--- src/rtl/iobus_uart_pkg.sv ---
// Shared types and register map for the IOBUS UART transmitter.
// UART_TX_PARITY_EN adds a PARITY state between DATA and STOP.
package iobus_uart_pkg;

    typedef enum logic [2:0] {
        ST_IDLE,
        ST_START,
        ST_DATA,
`ifdef UART_TX_PARITY_EN
        ST_PARITY,
`endif
        ST_STOP
    } tx_state_t;

    localparam logic [31:0] OFF_DATA   = 32'h0000_0000;
    localparam logic [31:0] OFF_STATUS = 32'h0000_0004;
    localparam logic [31:0] OFF_CTRL   = 32'h0000_0008;

    localparam int STAT_BUSY    = 0;
    localparam int STAT_FULL    = 1;
    localparam int STAT_EMPTY   = 2;
    localparam int STAT_OVF     = 3;
    localparam int STAT_DONE    = 4;
    localparam int STAT_CNT_LSB = 8;
    localparam int STAT_CNT_W   = 5;

    localparam int CTRL_IE       = 0;
    localparam int CTRL_CLR_OVF  = 1;
    localparam int CTRL_CLR_DONE = 2;

endpackage

--- src/rtl/uart_tx_fifo.sv ---
// Byte FIFO with first-word fall-through read; a push alongside a pop is
// always accepted, even when full.
module uart_tx_fifo #(
    parameter int DEPTH = 8
) (
    input  logic                         clk,
    input  logic                         rst,
    input  logic                         push,
    input  logic [7:0]                   din,
    input  logic                         pop,
    output logic [7:0]                   dout,
    output logic                         full,
    output logic                         empty,
    output logic [$clog2(DEPTH+1)-1:0]   count
);
    localparam int AW = $clog2(DEPTH);
    localparam int CW = $clog2(DEPTH + 1);

    logic [7:0]    mem [DEPTH];
    logic [AW-1:0] wr_ptr_reg;
    logic [AW-1:0] rd_ptr_reg;
    logic [CW-1:0] count_reg;
    logic          do_push;
    logic          do_pop;

    assign full    = (count_reg == CW'(DEPTH));
    assign empty   = (count_reg == '0);
    assign do_push = push && (!full || pop);
    assign do_pop  = pop && !empty;
    assign dout    = mem[rd_ptr_reg];
    assign count   = count_reg;

    always_ff @(posedge clk) begin
        if (do_push) begin
            mem[wr_ptr_reg] <= din;
        end
    end

    always_ff @(posedge clk or posedge rst) begin
        if (rst) begin
            wr_ptr_reg <= '0;
            rd_ptr_reg <= '0;
            count_reg  <= '0;
        end else begin
            if (do_push) begin
                wr_ptr_reg <= wr_ptr_reg + AW'(1);
            end
            if (do_pop) begin
                rd_ptr_reg <= rd_ptr_reg + AW'(1);
            end
            case ({do_push, do_pop})
                2'b10:   count_reg <= count_reg + CW'(1);
                2'b01:   count_reg <= count_reg - CW'(1);
                default: count_reg <= count_reg;
            endcase
        end
    end

endmodule

--- src/rtl/iobus_uart_tx.sv ---
// Memory-mapped 8N1 UART transmitter on the OTTER IOBUS (DATA/STATUS/CTRL).
// Define UART_TX_PARITY_EN to append an even-parity bit after the data bits.
import iobus_uart_pkg::*;

module iobus_uart_tx #(
    parameter logic [31:0] BASE_ADDR    = 32'h1100_0100,
    parameter int          CLKS_PER_BIT = 868,
    parameter int          FIFO_DEPTH   = 8
) (
    input  logic        clk,
    input  logic        RST,
    input  logic [31:0] IOBUS_ADDR,
    input  logic [31:0] IOBUS_OUT,
    input  logic        IOBUS_WR,
    output logic [31:0] IOBUS_IN,
    output logic        TX,
    output logic        INTR
);
    localparam int BAUD_W = $clog2(CLKS_PER_BIT);
    localparam int CNT_W  = $clog2(FIFO_DEPTH + 1);
    localparam logic [BAUD_W-1:0] BAUD_LAST   = BAUD_W'(CLKS_PER_BIT - 1);
    localparam logic [31:0]       ADDR_DATA   = BASE_ADDR + OFF_DATA;
    localparam logic [31:0]       ADDR_STATUS = BASE_ADDR + OFF_STATUS;
    localparam logic [31:0]       ADDR_CTRL   = BASE_ADDR + OFF_CTRL;

    logic             wr_data;
    logic             wr_ctrl;
    logic             fifo_pop;
    logic             fifo_full;
    logic             fifo_empty;
    logic [7:0]       fifo_dout;
    logic [CNT_W-1:0] fifo_count;

    tx_state_t        state_reg, state_next;
    logic [BAUD_W-1:0] baud_reg, baud_next;
    logic [2:0]       bit_idx_reg, bit_idx_next;
    logic [7:0]       shift_reg, shift_next;
    logic             tx_reg, tx_next;
`ifdef UART_TX_PARITY_EN
    logic             parity_reg, parity_next;
`endif
    logic             set_done;
    logic             ie_reg, ovf_reg, done_reg;
    logic             baud_end;
    logic [31:0]      status_word;
    logic             unused_wdata;

    assign wr_data  = IOBUS_WR && (IOBUS_ADDR == ADDR_DATA);
    assign wr_ctrl  = IOBUS_WR && (IOBUS_ADDR == ADDR_CTRL);
    assign baud_end = (baud_reg == BAUD_LAST);
    assign TX       = tx_reg;
    assign INTR     = ie_reg && done_reg;
    // Upper write-data bits have no register behind them.
    assign unused_wdata = ^IOBUS_OUT[31:8];

    uart_tx_fifo #(
        .DEPTH (FIFO_DEPTH)
    ) u_fifo (
        .clk   (clk),
        .rst   (RST),
        .push  (wr_data),
        .din   (IOBUS_OUT[7:0]),
        .pop   (fifo_pop),
        .dout  (fifo_dout),
        .full  (fifo_full),
        .empty (fifo_empty),
        .count (fifo_count)
    );

    // Sticky flags: a set in the same cycle as a clear wins.
    always_ff @(posedge clk or posedge RST) begin
        if (RST) begin
            ie_reg   <= 1'b0;
            ovf_reg  <= 1'b0;
            done_reg <= 1'b0;
        end else begin
            if (wr_ctrl) begin
                ie_reg <= IOBUS_OUT[CTRL_IE];
            end
            if (wr_data && fifo_full && !fifo_pop) begin
                ovf_reg <= 1'b1;
            end else if (wr_ctrl && IOBUS_OUT[CTRL_CLR_OVF]) begin
                ovf_reg <= 1'b0;
            end
            if (set_done) begin
                done_reg <= 1'b1;
            end else if (wr_data || (wr_ctrl && IOBUS_OUT[CTRL_CLR_DONE])) begin
                done_reg <= 1'b0;
            end
        end
    end

    always_ff @(posedge clk or posedge RST) begin
        if (RST) begin
            state_reg   <= ST_IDLE;
            baud_reg    <= '0;
            bit_idx_reg <= '0;
            shift_reg   <= '0;
            tx_reg      <= 1'b1;
`ifdef UART_TX_PARITY_EN
            parity_reg  <= 1'b0;
`endif
        end else begin
            state_reg   <= state_next;
            baud_reg    <= baud_next;
            bit_idx_reg <= bit_idx_next;
            shift_reg   <= shift_next;
            tx_reg      <= tx_next;
`ifdef UART_TX_PARITY_EN
            parity_reg  <= parity_next;
`endif
        end
    end

    always_comb begin
        state_next   = state_reg;
        baud_next    = baud_reg;
        bit_idx_next = bit_idx_reg;
        shift_next   = shift_reg;
        tx_next      = tx_reg;
`ifdef UART_TX_PARITY_EN
        parity_next  = parity_reg;
`endif
        fifo_pop     = 1'b0;
        set_done     = 1'b0;

        case (state_reg)
            ST_IDLE: begin
                if (!fifo_empty) begin
                    fifo_pop   = 1'b1;
                    shift_next = fifo_dout;
                    tx_next    = 1'b0;
                    baud_next  = '0;
                    state_next = ST_START;
`ifdef UART_TX_PARITY_EN
                    parity_next = ^fifo_dout;
`endif
                end
            end
            ST_START: begin
                if (baud_end) begin
                    baud_next    = '0;
                    bit_idx_next = '0;
                    tx_next      = shift_reg[0];
                    state_next   = ST_DATA;
                end else begin
                    baud_next = baud_reg + BAUD_W'(1);
                end
            end
            ST_DATA: begin
                if (baud_end) begin
                    baud_next = '0;
                    if (bit_idx_reg == 3'd7) begin
`ifdef UART_TX_PARITY_EN
                        tx_next    = parity_reg;
                        state_next = ST_PARITY;
`else
                        tx_next    = 1'b1;
                        state_next = ST_STOP;
`endif
                    end else begin
                        // Shift register keeps the next bit at position 1.
                        bit_idx_next = bit_idx_reg + 3'd1;
                        tx_next      = shift_reg[1];
                        shift_next   = {1'b0, shift_reg[7:1]};
                    end
                end else begin
                    baud_next = baud_reg + BAUD_W'(1);
                end
            end
`ifdef UART_TX_PARITY_EN
            ST_PARITY: begin
                if (baud_end) begin
                    baud_next  = '0;
                    tx_next    = 1'b1;
                    state_next = ST_STOP;
                end else begin
                    baud_next = baud_reg + BAUD_W'(1);
                end
            end
`endif
            ST_STOP: begin
                if (baud_end) begin
                    baud_next = '0;
                    if (!fifo_empty) begin
                        fifo_pop   = 1'b1;
                        shift_next = fifo_dout;
                        tx_next    = 1'b0;
                        state_next = ST_START;
`ifdef UART_TX_PARITY_EN
                        parity_next = ^fifo_dout;
`endif
                    end else begin
                        set_done   = 1'b1;
                        state_next = ST_IDLE;
                    end
                end else begin
                    baud_next = baud_reg + BAUD_W'(1);
                end
            end
            default: begin
                state_next = ST_IDLE;
                tx_next    = 1'b1;
            end
        endcase
    end

    always_comb begin
        status_word                = '0;
        status_word[STAT_BUSY]     = (state_reg != ST_IDLE) || !fifo_empty;
        status_word[STAT_FULL]     = fifo_full;
        status_word[STAT_EMPTY]    = fifo_empty;
        status_word[STAT_OVF]      = ovf_reg;
        status_word[STAT_DONE]     = done_reg;
        status_word[STAT_CNT_LSB +: STAT_CNT_W] = STAT_CNT_W'(fifo_count);
    end

    always_comb begin
        IOBUS_IN = '0;
        if (IOBUS_ADDR == ADDR_STATUS) begin
            IOBUS_IN = status_word;
        end else if (IOBUS_ADDR == ADDR_CTRL) begin
            IOBUS_IN[CTRL_IE] = ie_reg;
        end
    end

endmodule

--- config.mk ---
export PLATFORM = sky130hd
export DESIGN_NAME = iobus_uart_tx
export DESIGN_NICKNAME = d
export VERILOG_FILES = /design/src/rtl/iobus_uart_pkg.sv /design/src/rtl/uart_tx_fifo.sv /design/src/rtl/iobus_uart_tx.sv
export SDC_FILE = /design/constraint.sdc
export NUM_CORES = 1
export LEC_CHECK = 0
export ABC_CLOCK_PERIOD_IN_PS = 3650
export BUFFER_PORTS_ARGS = -buffer_cell sky130_fd_sc_hd__clkbuf_2
export CELL_PAD_IN_SITES_DETAIL_PLACEMENT = 0
export CELL_PAD_IN_SITES_GLOBAL_PLACEMENT = 1
export CORE_MARGIN = 2
export CORE_UTILIZATION = 35
export DETAILED_ROUTE_END_ITERATION = 7
export MAX_ROUTING_LAYER = met4
export PLACE_DENSITY = 0.62
export SYNTH_ARGS = -nofsm -noshare
export SYNTH_HDL_FRONTEND = slang
export SYNTH_SLANG_ARGS = --single-unit
--- constraint.sdc ---
create_clock -name clk -period 3.65 [get_ports clk]
set_clock_uncertainty 0.2 [all_clocks]
set_input_delay 0.1825 -clock clk [delete_from_list [all_inputs] [get_ports clk]]
set_output_delay 0.1825 -clock clk [all_outputs]
set_load 0.005 [all_outputs]
-- Word-level counts from Yosys, hierarchy flattened
Memories as Yosys holds them, arrays and structs flattened.
Index checks and enable logic that the tools add are counted.
- $add $sub $neg: 6
- equal/unequal tests: 17
- multiplexer cells: 41
- reduce and logical (&&, ||, !) cells: 30
- operator list (kind ; number):
    $eq A32 B29 Y1 const B ; 3
    $mux W8 ; 4
    $mux W3 ; 8
    $pmux W8 S3 ; 1
    $mux W10 ; 2
    $pmux W10 S2 ; 1
    $mux W1 ; 19
    $ne A2 B2 Y1 const B ; 6
    $pmux W3 S4 ; 1
    $mux W11 ; 1
    $add A10 B1 Y10 const B ; 1
    $eq A10 B10 Y1 const B ; 1
    $reduce_bool A2 Y1 ; 5
    $add A3 B1 Y3 const B ; 3
    $logic_and A1 B1 Y1 ; 9
    $pmux W4 S2 ; 1
    $reduce_and A4 Y1 ; 2
    $eq A3 B2 Y1 const B ; 2
    $pmux W3 S2 ; 1
    $reduce_bool A3 Y1 ; 2
    $reduce_and A5 Y1 ; 1
    $add A4 B1 Y4 const B ; 1
    $eq A4 B4 Y1 const B ; 1
    $logic_not A4 Y1 ; 1
    other kinds (13) ; 17
- flip-flop bits (word level): 38
- memory bits (writable): 64
- output and inout port bits: 34
- memories: 1
- memory list (name ; depth ; width ; rd ports ; clocked after Yosys merged registers in ; write ports ; RTL line ; RTL):
    u_fifo.mem ; 8 ; 8 ; 1 ; 0 ; 1 ; uart_tx_fifo.sv:19 ; logic [7:0] mem [DEPTH];

-- Longest topological paths before layout
Gate-level depths: netlist of the first run.
- depth after elaboration: 8
- mapped depth: 14
- depth with buffers taken out: 13

-- Modules after synthesis
Synthesis of the first run repeated with hierarchy kept, for this count alone.
- cell total of the unflattened synthesis: 358
- area, all modules: 5079.9 um^2
- modules (own cells, without submodules) (module ; instances ; cells an instance ; area each (um^2) ; sequential area each (um^2)):
    uart_tx_fifo ; 1 ; 160 ; 3067.9 ; 2172.1
    iobus_uart_tx ; 1 ; 198 ; 2011.9 ; 676.9

-- Worst setup path before layout of the first run
No wires, ideal clock.
- path type: register to register
- start: register baud_reg[0]
- end: memory u_fifo.mem[1][0], enable pin
- library setup time: 0.395 ns
- data arrival time: 2.521 ns
- required time: 3.055 ns
- slack: 0.534 ns
- stages on the path, launching flop included: 8
- period minus slack after synthesis: 3.116 ns
- cells stage by stage: dfrtp_1 -> ha_1 -> nand4bb_1 -> o41a_1 -> o211ai_2 -> nand4_2 -> buf_6 -> nor4_1
- cells in the longest elaborated chain, start to end: 7
- ends and longest elaborated chain (item ; RTL line ; RTL):
    start: declaration ; iobus_uart_tx.sv:35 ; logic [BAUD_W-1:0] baud_reg, baud_next;
    start signal: assignment ; iobus_uart_tx.sv:105 ; baud_reg <= baud_next;
    $eq A10 B10 Y1 ; iobus_uart_tx.sv:50 ; assign baud_end = (baud_reg == BAUD_LAST);
    $mux W1 ; iobus_uart_tx.sv:183 ; if (baud_end) begin
    $pmux W1 S2 ; iobus_uart_tx.sv:127 ; case (state_reg)
    $logic_or A1 B1 Y1 ; uart_tx_fifo.sv:28 ; assign do_push = push && (!full || pop);
    $logic_and A1 B1 Y1 ; uart_tx_fifo.sv:28 ;
    $mux W1 ; uart_tx_fifo.sv:34 ; if (do_push) begin
    $mux W1 (not written as such) ; uart_tx_fifo.sv:35 ; mem[wr_ptr_reg] <= din;
    end: declaration ; uart_tx_fifo.sv:19 ;
Every way passes these cells.

-- Final worst setup path of the first run
- start: register baud_reg[0]
- end: register u_fifo.count_reg[2] (netlist: u_fifo.count[2])
- cells in the longest elaborated chain, start to end: 7
- ends and longest elaborated chain (item ; RTL line ; RTL):
    $eq A10 B10 Y1 (*) ; iobus_uart_tx.sv:50 ;
    $mux W1 (*) ; iobus_uart_tx.sv:183 ;
    $pmux W1 S2 (*) ; iobus_uart_tx.sv:127 ;
    $logic_or A1 B1 Y1 ; uart_tx_fifo.sv:28 ;
    $logic_and A1 B1 Y1 ; uart_tx_fifo.sv:28 ;
    $eq A2 B1 Y1 / $eq A2 B2 Y1 (equally long branches) ; uart_tx_fifo.sv:51 ; case ({do_push, do_pop})
    $pmux W4 S2 / $reduce_bool A2 Y1 (equally long branches) ; -- ;
    end signal: assignment ; uart_tx_fifo.sv:52 ; 2'b10: count_reg <= count_reg + CW'(1);
    end signal: assignment ; uart_tx_fifo.sv:53 ; 2'b01: count_reg <= count_reg - CW'(1);
    end signal: assignment ; uart_tx_fifo.sv:54 ; default: count_reg <= count_reg;
    end: declaration ; uart_tx_fifo.sv:22 ; logic [CW-1:0] count_reg;
Every way passes the cells marked *; elsewhere a longest branch is shown, timed or not.
A chain may end at the register's enable or synchronous reset.

==> impl_metrics.csv, run 1 <==
group,metric,value,unit
placed_design,port-buffer-count,53,
hold_path,min-delay-start,"IOBUS_ADDR[8]",
power_and_ir_drop,peakVddDrop,224,uV
sta,rsz0062_at_grt,"false",
power_and_ir_drop,static-leakage-power,2.30,nW
critical_path,timing.rr.start,"baud_reg[0]",
die,fp.dieArea,0.0149,mm2
power_and_ir_drop,netSwitchingFraction,21.0,%
routing,num_vias,3006,
clock_network,htree_levels,3,
routing,wl_per_cell,15.0,um
power_and_ir_drop,finalPower,2.32,mW
clock_network,clk_latency,340,ps
synthesis,synth_simple_gate_area_share,11.5,%
die,chipWidth,122,um
clock_network,path_clk_slew,70,ps
sta,setup_viol,0,
final_layout,syn_to_final_growth,17.5,%
synthesis,dominantRegCellSynth,"edfxtp_1",
synthesis,synth_edf_count,64,
die,core,0.0138,mm2
synthesis,synth_cells,359,
placed_design,gp_congestion,0.732,
synthesis,yosysWarningCount,0,
final_layout,fin_area,0.00573,mm2
synthesis,ys_ff_latch,101,
routing,post-route-drc-count,0,
critical_path,startpoint,"baud_reg[0]",
clock_network,post_cts_buffers,0,
sta,max_freq,314,MHz
sta,worstMarginPinSlew,840,ps
synthesis,netlist_area,0.00488,mm2
clock_network,cts_tree,"done",
synthesis,synth_compound_area_share,7.21,%
global_routing,grtUsageTotal,14.0,%
die,rows,43,
clock_network,numCtsBuffers,9,
hold_path,min-delay-path-class,"input pin to flip-flop",
power_and_ir_drop,internal-power,1.83,mW
global_routing,antenna_found_initial,0,
critical_path,cp-start-kind,"flip-flop",
synthesis,synthTopCellsByArea,"edfxtp_1, dfrtp_1, mux4_2",
global_routing,grt_pass1_wl,15400,um
synthesis,synth_cell_types,56,
synthesis,yosysTopAreaCell,"edfxtp_1",
synthesis,seq_area_frac_synth,58.4,%
synthesis,yosysTopAreaCellShare,39.4,%
placed_design,place_area,0.00533,mm2
power_and_ir_drop,clkPwrFrac,42.0,%
global_routing,grt_overflow,0,
critical_path,worstPathRequired,3680,ps
final_layout,layout-drive-gt1-share,27.4,%
placed_design,place_inst,593,
final_layout,antennaDiodeCount,0,
synthesis,avgSynthCellArea,13.6,um2
critical_path,crit_path_end_kind,"flip-flop",
global_routing,grt_pass1_vias,3011,
placed_design,dp_hpwl,6540,um
critical_path,worstSetupPathType,"flip-flop to flip-flop",
sta,finalSetupTns,0,ps
sta,period_share,87.2,%
sta,timing.slew.headroom,43.5,%
clock_network,ctsHoldBuffers,10,
synthesis,synthAdderAreaFrac,3.33,%
power_and_ir_drop,p_switching,0.486,mW
clock_network,cts.sinks,101,
sta,hold_violations,0,
final_layout,largest_reg_flops,64,
routing,drt-initial-drc-count,198,
routing,dr.pass1.iters,4,
power_and_ir_drop,seqPwrFrac,54.3,%
routing,post_drt_via_cell_ratio,4.86,
power_and_ir_drop,combPwrFrac,3.6,%
synthesis,synthMuxAreaShare,12.2,%
die,start_util,35.4,%
clock_network,root_buffer,"clkbuf_16",
sta,fin_crit,3180,ps
synthesis,synth_top_family_by_area,"multiplexers",
clock_network,cts_resized,0,
sta,drv_slew,0,
clock_network,clk_path_buf_depth,2,
global_routing,grt_max_degree,38,
die,io_pins,101,
power_and_ir_drop,pwr_density_cell,404,mW/mm2
routing,routed_wl,9300,um
final_layout,instances_no_fill,618,
run,cap_violations,0,
critical_path,path_max_fanout,5,
synthesis,synth-xor-area-share,1.62,%
synthesis,async_flop_share,36.6,%
die,die_y,122,um
routing,antenna_left,0,
critical_path,crit_arrival,3210,ps
sta,holdWs,89.1,ps
status,status,"finished clean",
final_layout,nNetsFinal,514,
cells by family (layout without fill, tap and decap cells):
| logic type | count (synthesis) | after routing |
|---|---|---|
| xor+xnor | 9 | 9 |
| flops | 101 | 101 |
| fa+ha+maj | 13 | 13 |
| other cells | 1 | 23 |
| mux | 38 | 38 |
| buf+inv | 47 | 104 |
| compound gates | 54 | 54 |
| simple gates | 96 | 96 |
synthesized netlist by cell type (2+ instances only):
library cell,instances
xor2_1,5
nand2_1,22
nor4_2,2
mux2_2,13
nand3b_1,3
nor2b_1,2
mux4_2,16
clkbuf_1,5
a31oi_1,2
a22o_1,5
buf_1,3
ha_1,13
buf_4,23
nand2b_1,3
xnor2_1,4
a211oi_1,2
nand4bb_1,2
and3_1,3
o31ai_1,5
nor3_1,6
dfrtp_1,36
nor4b_1,2
edfxtp_1,64
and2_1,8
nor4_1,11
nand4_1,2
inv_1,13
nand3_1,7
nor2_1,13
o21ai_0,25
buf_2,2
or3_1,2
mux2i_1,9
a21oi_1,4
final cells by class:
| type | count | area [um2] |
|---|---|---|
| clock inverters | 6 | 80.1 |
| well taps | 180 | 225 |
| repair buffers | 76 | 463 |
| multi-input cells | 233 | 1840 |
| flip-flops and latches | 101 | 2850 |
| clock buffers | 9 | 225 |
| inverters | 13 | 48.8 |
| fillers | 1293 | 8040 |
per-stage QoR:
| stage | setup slack (ps) | utilization, % |
|---|---|---|
| CTS | 434 | 41.6 |
| global route | 185 | 41.6 |
| floorplan | 534 | - |
| global placement | 491 | 38.7 |
| detailed placement | 453 | 38.7 |
| finish | 468 | 41.6 |
per-layer routing:
metal / track usage [%] / wire (um)
met1: 17.4 / 4220
met4: 5.53 / 157
met3: 2.95 / 285
met2: 22.4 / 4630
met5: - / 0
worst paths after layout:
| path | end | slack, ps | cells past startpoint |
|---|---|---|---|
| hold / removal | ovf_reg | 90 | 5 |
| setup / recovery | u_fifo.count[2] | 470 | 12 |
| min in group asynchronous | ie_reg | 310 | 4 |
| setup reg to reg | u_fifo.count[2] | 470 | 12 |
| max in group asynchronous | TX | 2560 | 4 |
| hold reg to reg | baud_reg[9] | 290 | 1 |
layout by cell type (no fill, tap or decap), types with 3 or more instances in the layout:
master / n
dfrtp_1: 36
nor2_1: 13
clkbuf_16: 9
inv_1: 13
nand2_1: 22
xor2_1: 5
and3_1: 3
a22o_1: 5
clkbuf_2: 53
nor4_1: 11
o21ai_0: 25
conb_1: 23
nand2b_1: 3
mux4_2: 16
mux2i_1: 9
o31ai_1: 5
nand3_1: 7
buf_4: 13
xnor2_1: 4
ha_1: 13
and2_1: 8
nand3b_1: 3
edfxtp_1: 64
mux2_2: 13
nor3_1: 6
inv_6: 3
dlygate4sd3_1: 10
a21oi_1: 4
power by group through the flow:
stage / clock, mW / combinational (mW) / sequential [mW]
2_1_floorplan: 0 / 0.0567 / 1.28
3_3_place_gp: 0 / 0.0741 / 1.28
3_5_place_dp: 0 / 0.0775 / 1.28
4_1_cts: 1.01 / 0.0861 / 1.26
5_1_grt: 1.04 / 0.0972 / 1.26
6_report: 0.974 / 0.0840 / 1.26
worst max-delay path, stage by stage, from the launching register on:
cell	delay (ps)
dfrtp_1	380
ha_1	230
nand4bb_1	240
o41a_1	500
o211ai_2	220
nand4_2	160
ha_1	290
xor2_1	160
ha_1	190
a21oi_1	140
xor2_1	150
nor2_1	60
xor2_1	140
(Power assumes the default switching activity.)
==> run 2, diff against run 1 <==
--- a/config.mk
+++ b/config.mk
@@ -5,6 +5,7 @@
 export SDC_FILE = /design/constraint.sdc
 export NUM_CORES = 1
 export LEC_CHECK = 0
+export ABC_AREA = 1
 export ABC_CLOCK_PERIOD_IN_PS = 3650
 export BUFFER_PORTS_ARGS = -buffer_cell sky130_fd_sc_hd__clkbuf_2
 export CELL_PAD_IN_SITES_DETAIL_PLACEMENT = 0
@@ -13,7 +14,7 @@
 export CORE_UTILIZATION = 35
 export DETAILED_ROUTE_END_ITERATION = 7
 export MAX_ROUTING_LAYER = met4
-export PLACE_DENSITY = 0.62
+export PLACE_DENSITY = 0.65
 export SYNTH_ARGS = -nofsm -noshare
 export SYNTH_HDL_FRONTEND = slang
 export SYNTH_SLANG_ARGS = --single-unit
==> run 2 against run 1 <==
Effect of this change: worst hold slack gained 22 ps; power shrank 5.6%; critical path depth grew 2; setup slack gained 320 ps; largest cell class unchanged; maximum frequency grew 11%.
==> impl_metrics.csv, run 2 <==
group,metric,value,unit
synthesis,synthTopCellsByArea,"edfxtp_1, dfrtp_1, nand2_1",
synthesis,synth_cell_types,40,
die,fp.dieArea,0.0157,mm2
global_routing,antenna_found_initial,0,
routing,dr.pass1.iters,5,
clock_network,numCtsBuffers,9,
synthesis,avgSynthCellArea,9.40,um2
placed_design,place_area,0.00553,mm2
sta,fin_crit,2860,ps
synthesis,synthMostInstantiatedCell,"nand2_1",
final_layout,nNetsFinal,697,
placed_design,place_worst_setup_slack,846,ps
final_layout,layout-drive-gt1-share,17.4,%
final_layout,layout_commonest_cell,"nand2_1",
routing,met1_length,4970,um
power_and_ir_drop,static-leakage-power,2.60,nW
power_and_ir_drop,peakVddDrop,340,uV
synthesis,seq_area_frac_synth,55.4,%
routing,antenna_left,0,
routing,highest_layer,"met4",
final_layout,final_cell_mix,"nand2_1, nor2_1, edfxtp_1",
sta,period_share,78.4,%
critical_path,reg2reg_slack,790,ps
power_and_ir_drop,pwr_density_cell,368,mW/mm2
synthesis,async_flop_share,36.6,%
final_layout,fin_area,0.00594,mm2
final_layout,antennaDiodeCount,0,
clock_network,htree_levels,3,
critical_path,timing.critical_path.mode_cell,"ha_1",
placed_design,place_inst,777,
clock_network,cts.sinks,101,
hold_path,min-delay-path-class,"input pin to flip-flop",
critical_path,cp-start-kind,"flip-flop",
clock_network,root_buffer,"clkbuf_16",
routing,post-route-drc-count,0,
critical_path,worstSetupPathType,"flip-flop to flip-flop",
global_routing,grt_pass1_vias,3555,
final_layout,syn_to_final_growth,15.5,%
sta,rsz0062_at_grt,"false",
synthesis,synth_common_cells,"nand2_1, nor2_1, edfxtp_1, inv_1, nand3_1",
final_layout,multi_input_area,0.00194,mm2
global_routing,grt_pass1_wl,17800,um
synthesis,yosysTopAreaCellShare,37.4,%
placed_design,port-buffer-count,53,
global_routing,grt_max_degree,29,
sta,max_freq,349,MHz
synthesis,netlist_area,0.00514,mm2
die,die_y,125,um
sta,fin_ws,787,ps
sta,hold_violations,0,
synthesis,synth_cells,547,
placed_design,gp_congestion,0.761,
critical_path,worstPathRequired,3680,ps
global_routing,grtUsageTotal,14.9,%
routing,wl_met2,5320,um
routing,num_vias,3722,
final_layout,nFillCells,1460,
critical_path,crit_arrival,2890,ps
sta,holdWs,111,ps
sta,finalSetupTns,0,ps
clock_network,clk_path_buf_depth,2,
sta,timing.slew.headroom,25.3,%
die,io_pins,101,
synthesis,synth_edf_count,64,
routing,wl_per_cell,13.4,um
clock_network,ctsHoldBuffers,13,
routing,drt-initial-drc-count,318,
die,rows,44,
clock_network,cts_tree,"done",
status,status,"finished clean",
clock_network,post_cts_buffers,0,
critical_path,cpPeakStageDelay,410,ps
critical_path,startpoint,"baud_reg[0]",
critical_path,path_cells,"ha_1 > nand2_1 > nor2_4 > nand3_4 > o21bai_4 > nand2_4 > nand2_4 > nand2_2 > ha_1 > xor2_1 > ha_1 > a21oi_1 > xor2_1 > o21ai_0",
clock_network,cts_resized,0,
critical_path,rr_worst_depth,14,
sta,setup_viol,0,
power_and_ir_drop,finalPower,2.19,mW
sta,worstMarginPinSlew,1120,ps
routing,route.met3.wl,413,um
clock_network,path_clk_slew,70,ps
critical_path,r2r-end,"u_fifo.count[2]",
routing,routed_wl,10800,um
clock_network,clk_latency,350,ps
synthesis,yosysTopAreaCell,"edfxtp_1",
final_layout,instances_no_fill,806,
critical_path,path_max_fanout,6,
routing,post_drt_via_cell_ratio,4.62,
critical_path,cp_slowest_cell,"dfrtp_1",
synthesis,dominantRegCellSynth,"edfxtp_1",
synthesis,ys_ff_latch,101,
global_routing,grt_overflow,0,
run,cap_violations,0,
final_layout,finalCoreUtilization,41.2,%
die,core,0.0144,mm2
critical_path,crit_path_end_kind,"flip-flop",
die,start_util,35.6,%
die,chipWidth,125,um
placed_design,dp_hpwl,7540,um
final_layout,largest_reg_flops,64,
critical_path,timing.rr.start,"baud_reg[0]",
sta,drv_slew,0,
final_layout,regArea,0.00285,mm2
synthesis,yosysWarningCount,0,
critical_path,cp-endpoint,"u_fifo.count[2]",
## run 2: cell types whose count changed after synthesis, sizes merged, moves of 6 or more
| cell | change |
|---|---|
| a21oi | +14 |
| and2 | -8 |
| inv | +40 |
| mux2 | -13 |
| mux2i | -9 |
| mux4 | -16 |
| nand2 | +89 |
| nand3 | +37 |
| nor2 | +76 |
| nor3 | -6 |
| nor4 | -12 |
| o21ai | +13 |
| o22ai | +8 |
## run 2: layer usage
layer,vias up,global-route usage (%)
li1,1913,-
met2,74,24.0
met4,0,4.90
met5,-,-
met3,8,3.25
met1,1727,18.8
## run 2: power by group
| group | total [mW] | internal, mW | switching [mW] |
|---|---|---|---|
| clock | 0.903 | 0.471 | 0.431 |
| sequential | 1.22 | 1.22 | 0.00000000142 |
| combinational | 0.0659 | 0.0282 | 0.0377 |
## run 2: how the worst min path moves through the flow
stage / startpoint / to / depth (start not counted)
global route: IOBUS_ADDR[2] / ovf_reg / 6
floorplan: IOBUS_OUT[0] / u_fifo.mem[0][0] / 0
detailed placement: ovf_reg / ovf_reg / 2
finish: IOBUS_ADDR[2] / ovf_reg / 6
CTS: IOBUS_ADDR[0] / u_fifo.wr_ptr_reg[2] / 8
global placement: IOBUS_OUT[3] / u_fifo.mem[2][3] / 1
## run 2: layout make-up
cell class,instances,share of cell area [%]
flip-flops and latches,101,48.0
clock buffers,11,3.92
clock inverters,5,0.738
multi-input cells,379,32.6
repair buffers,72,7.42
inverters,54,3.41
well taps,184,3.88
## run 2: cell families (layout without fill, tap and decap cells)
logic type	count (synthesis)	after routing	synth area share (%)
xor+xnor	9	9	1.53
buf+inv	89	142	8.47
compound gates	75	75	8.20
flops	101	101	55.4
simple gates	259	259	23.1
other cells	1	23	0.0730
fa+ha+maj	13	13	3.16
## run 2: worst max-delay path: cells and delay by family, from the launching register on
family,cells,cell delay (ps)
simple gates,6,660
xor+xnor,2,350
flops,1,410
compound gates,3,410
fa+ha+maj,3,710
==> run 3, diff against run 2 <==
--- a/config.mk
+++ b/config.mk
@@ -6,7 +6,7 @@
 export NUM_CORES = 1
 export LEC_CHECK = 0
 export ABC_AREA = 1
-export ABC_CLOCK_PERIOD_IN_PS = 3650
+export ABC_CLOCK_PERIOD_IN_PS = 2850
 export BUFFER_PORTS_ARGS = -buffer_cell sky130_fd_sc_hd__clkbuf_2
 export CELL_PAD_IN_SITES_DETAIL_PLACEMENT = 0
 export CELL_PAD_IN_SITES_GLOBAL_PLACEMENT = 1
==> constraint.sdc (replaced) <==
create_clock -name clk -period 2.85 [get_ports clk]
set_clock_uncertainty 0.2 [all_clocks]
set_input_delay 0.1425 -clock clk [delete_from_list [all_inputs] [get_ports clk]]
set_output_delay 0.1425 -clock clk [all_outputs]
set_load 0.005 [all_outputs]
==> run 3 against run 2 <==
Effect of this change: design area up 1.2%; routed wire length is 1.2% higher; combinational power is 29% higher; critical path type unchanged; setup slack worse by 570 ps; clock-buffer cell count unchanged; clock power up 27%; critical endpoint unchanged; register-to-register slack lost 570 ps; largest power group unchanged; utilization grew 0.48 points; sequential power is 28% higher.
==> impl_metrics.csv, run 3 (synthesis results as in run 2) <==
group,metric,value,unit
status,status,"finished clean",
global_routing,top_usage_layer,"met2",
power_and_ir_drop,peakVddDrop,334,uV
sta,timing.slew.headroom,65.7,%
critical_path,worstPathRequired,2890,ps
die,start_util,35.6,%
final_layout,layout_commonest_cell,"nand2_1",
run,cap_violations,0,
sta,max_freq,379,MHz
global_routing,grt_pass1_wl,18200,um
global_routing,grt_pass1_vias,3572,
die,core,0.0144,mm2
routing,drt-initial-drc-count,229,
routing,post-route-drc-count,0,
global_routing,antenna_found_initial,0,
critical_path,path_cells,"ha_2 > nand2_1 > nor2_4 > nand3_4 > o21bai_4 > nand2_4 > nand2_4 > nand2_2 > ha_1 > xor2_1 > ha_1 > a21oi_1 > xor2_1 > o21ai_0",
sta,period_share,92.5,%
final_layout,antennaDiodeCount,0,
final_layout,layout-drive-gt1-share,18.7,%
critical_path,worstSetupPathType,"flip-flop to flip-flop",
global_routing,grt_use_met3,2.87,%
die,rows,44,
power_and_ir_drop,pwr_density_cell,466,mW/mm2
hold_path,min-delay-start,"IOBUS_ADDR[0]",
final_layout,largest_reg_flops,64,
clock_network,clk_path_buf_depth,2,
placed_design,place_inst,786,
clock_network,htree_levels,3,
power_and_ir_drop,combPwrFrac,3.1,%
global_routing,met2_usage,24.2,%
die,chipWidth,125,um
die,die_y,125,um
clock_network,numCtsBuffers,9,
final_layout,nFillCells,1461,
routing,antenna_left,0,
critical_path,cp-start-kind,"flip-flop",
routing,routed_wl,11000,um
sta,worstMarginPinSlew,514,ps
sta,holdWs,70.6,ps
sta,fin_ws,213,ps
critical_path,cp_slowest_cell,"dfrtp_1",
critical_path,cpPeakStageDelay,410,ps
sta,drv_slew,0,
final_layout,nNetsFinal,706,
power_and_ir_drop,netSwitchingFraction,21.3,%
clock_network,clk_latency,350,ps
hold_path,worstHoldPathCells,8,
routing,post_drt_via_cell_ratio,4.76,
sta,rsz0062_at_grt,"false",
die,fp.dieArea,0.0157,mm2
power_and_ir_drop,clkPwrFrac,41.2,%
power_and_ir_drop,finalPower,2.80,mW
critical_path,crit_path_end_kind,"flip-flop",
placed_design,port-buffer-count,53,
routing,num_vias,3878,
placed_design,place_worst_setup_slack,185,ps
critical_path,rr_worst_depth,14,
placed_design,gp_congestion,0.800,
final_layout,syn_to_final_growth,16.8,%
global_routing,met1_usage,19.5,%
critical_path,r2r-end,"u_fifo.count[2]",
placed_design,dp_hpwl,7580,um
clock_network,cts.sinks,101,
power_and_ir_drop,seqPwrFrac,55.7,%
global_routing,grtUsageTotal,15.1,%
sta,hold_violations,0,
clock_network,path_clk_slew,70,ps
critical_path,reg2reg_slack,210,ps
hold_path,min-delay-path-class,"input pin to flip-flop",
final_layout,instances_no_fill,815,
clock_network,cts_tree,"done",
hold_path,min_to,"u_fifo.wr_ptr_reg[2]",
routing,wl_per_cell,13.4,um
critical_path,path_max_fanout,5,
global_routing,grt_max_degree,40,
final_layout,final_cell_mix,"nand2_1, nor2_1, edfxtp_1",
power_and_ir_drop,internal-power,2.20,mW
die,io_pins,101,
routing,dr.pass1.iters,5,
sta,setup_viol,0,
sta,fin_crit,2640,ps
clock_network,root_buffer,"clkbuf_16",
critical_path,crit_arrival,2670,ps
global_routing,grt_overflow,0,
critical_path,timing.rr.start,"baud_reg[0]",
sta,finalSetupTns,0,ps
power_and_ir_drop,static-leakage-power,2.65,nW
power_and_ir_drop,p_switching,0.596,mW
-- run 3: layout make-up --
type | count | area [um2] | area share, %
clock buffers | 11 | 233 | 3.87
clock inverters | 5 | 42.5 | 0.708
inverters | 54 | 203 | 3.37
multi-input cells | 379 | 1940 | 32.3
flip-flops and latches | 101 | 2850 | 47.4
well taps | 184 | 230 | 3.83
repair buffers | 81 | 508 | 8.46
-- run 3: worst max-delay path: cells and delay by family (launching register included) --
| kind | cells | cell delay, ps |
|---|---|---|
| AO/OA/AOI/OAI | 3 | 380 |
| XOR/XNOR | 2 | 330 |
| adder cells (fa/ha/maj) | 3 | 660 |
| flip-flops | 1 | 410 |
| AND/OR/NAND/NOR | 6 | 520 |
-- run 3: how the worst max path moves through the flow --
stage | startpoint | endpoint | slack [ps] | depth (start not counted)
2_1_floorplan | baud_reg[0] | u_fifo.count[2] | 310 | 14
6_report | baud_reg[0] | u_fifo.count[2] | 210 | 14
3_3_place_gp | baud_reg[0] | u_fifo.count[2] | 270 | 14
3_5_place_dp | baud_reg[0] | u_fifo.count[2] | 190 | 13
4_1_cts | baud_reg[0] | u_fifo.count[2] | 170 | 13
5_1_grt | baud_reg[0] | u_fifo.count[2] | 5 | 14
-- run 3: per-layer routing --
| layer | share of wire (%) | up-vias |
|---|---|---|
| li1 | - | 1939 |
| met1 | 46 | 1843 |
| met2 | 49 | 81 |
| met3 | 3.5 | 15 |
| met4 | 1.5 | 0 |
| met5 | 0 | - |
-- run 3: metrics by stage --
stage	cell area, um2	utilization (%)
after global routing	6010	41.6
after detailed placement	5600	38.8
after CTS	6000	41.6
final	6010	41.6
after floorplan	5220	-
after global placement	5600	38.8
-- run 3: timing repair --
item	CTS	global route
hold buffers	13	0
resized for setup	0	1
setup buffers	0	0
endpoints found under the hold margin	79	0
endpoints found under the setup margin	0	1
-- run 3: power by group through the flow --
stage / clock [mW] / sequential, mW / combinational [mW]
6_report: 1.15 / 1.56 / 0.0853
5_1_grt: 1.24 / 1.56 / 0.0976
4_1_cts: 1.19 / 1.56 / 0.0876
3_5_place_dp: 0 / 1.59 / 0.0754
3_3_place_gp: 0 / 1.59 / 0.0733
2_1_floorplan: 0 / 1.59 / 0.0486
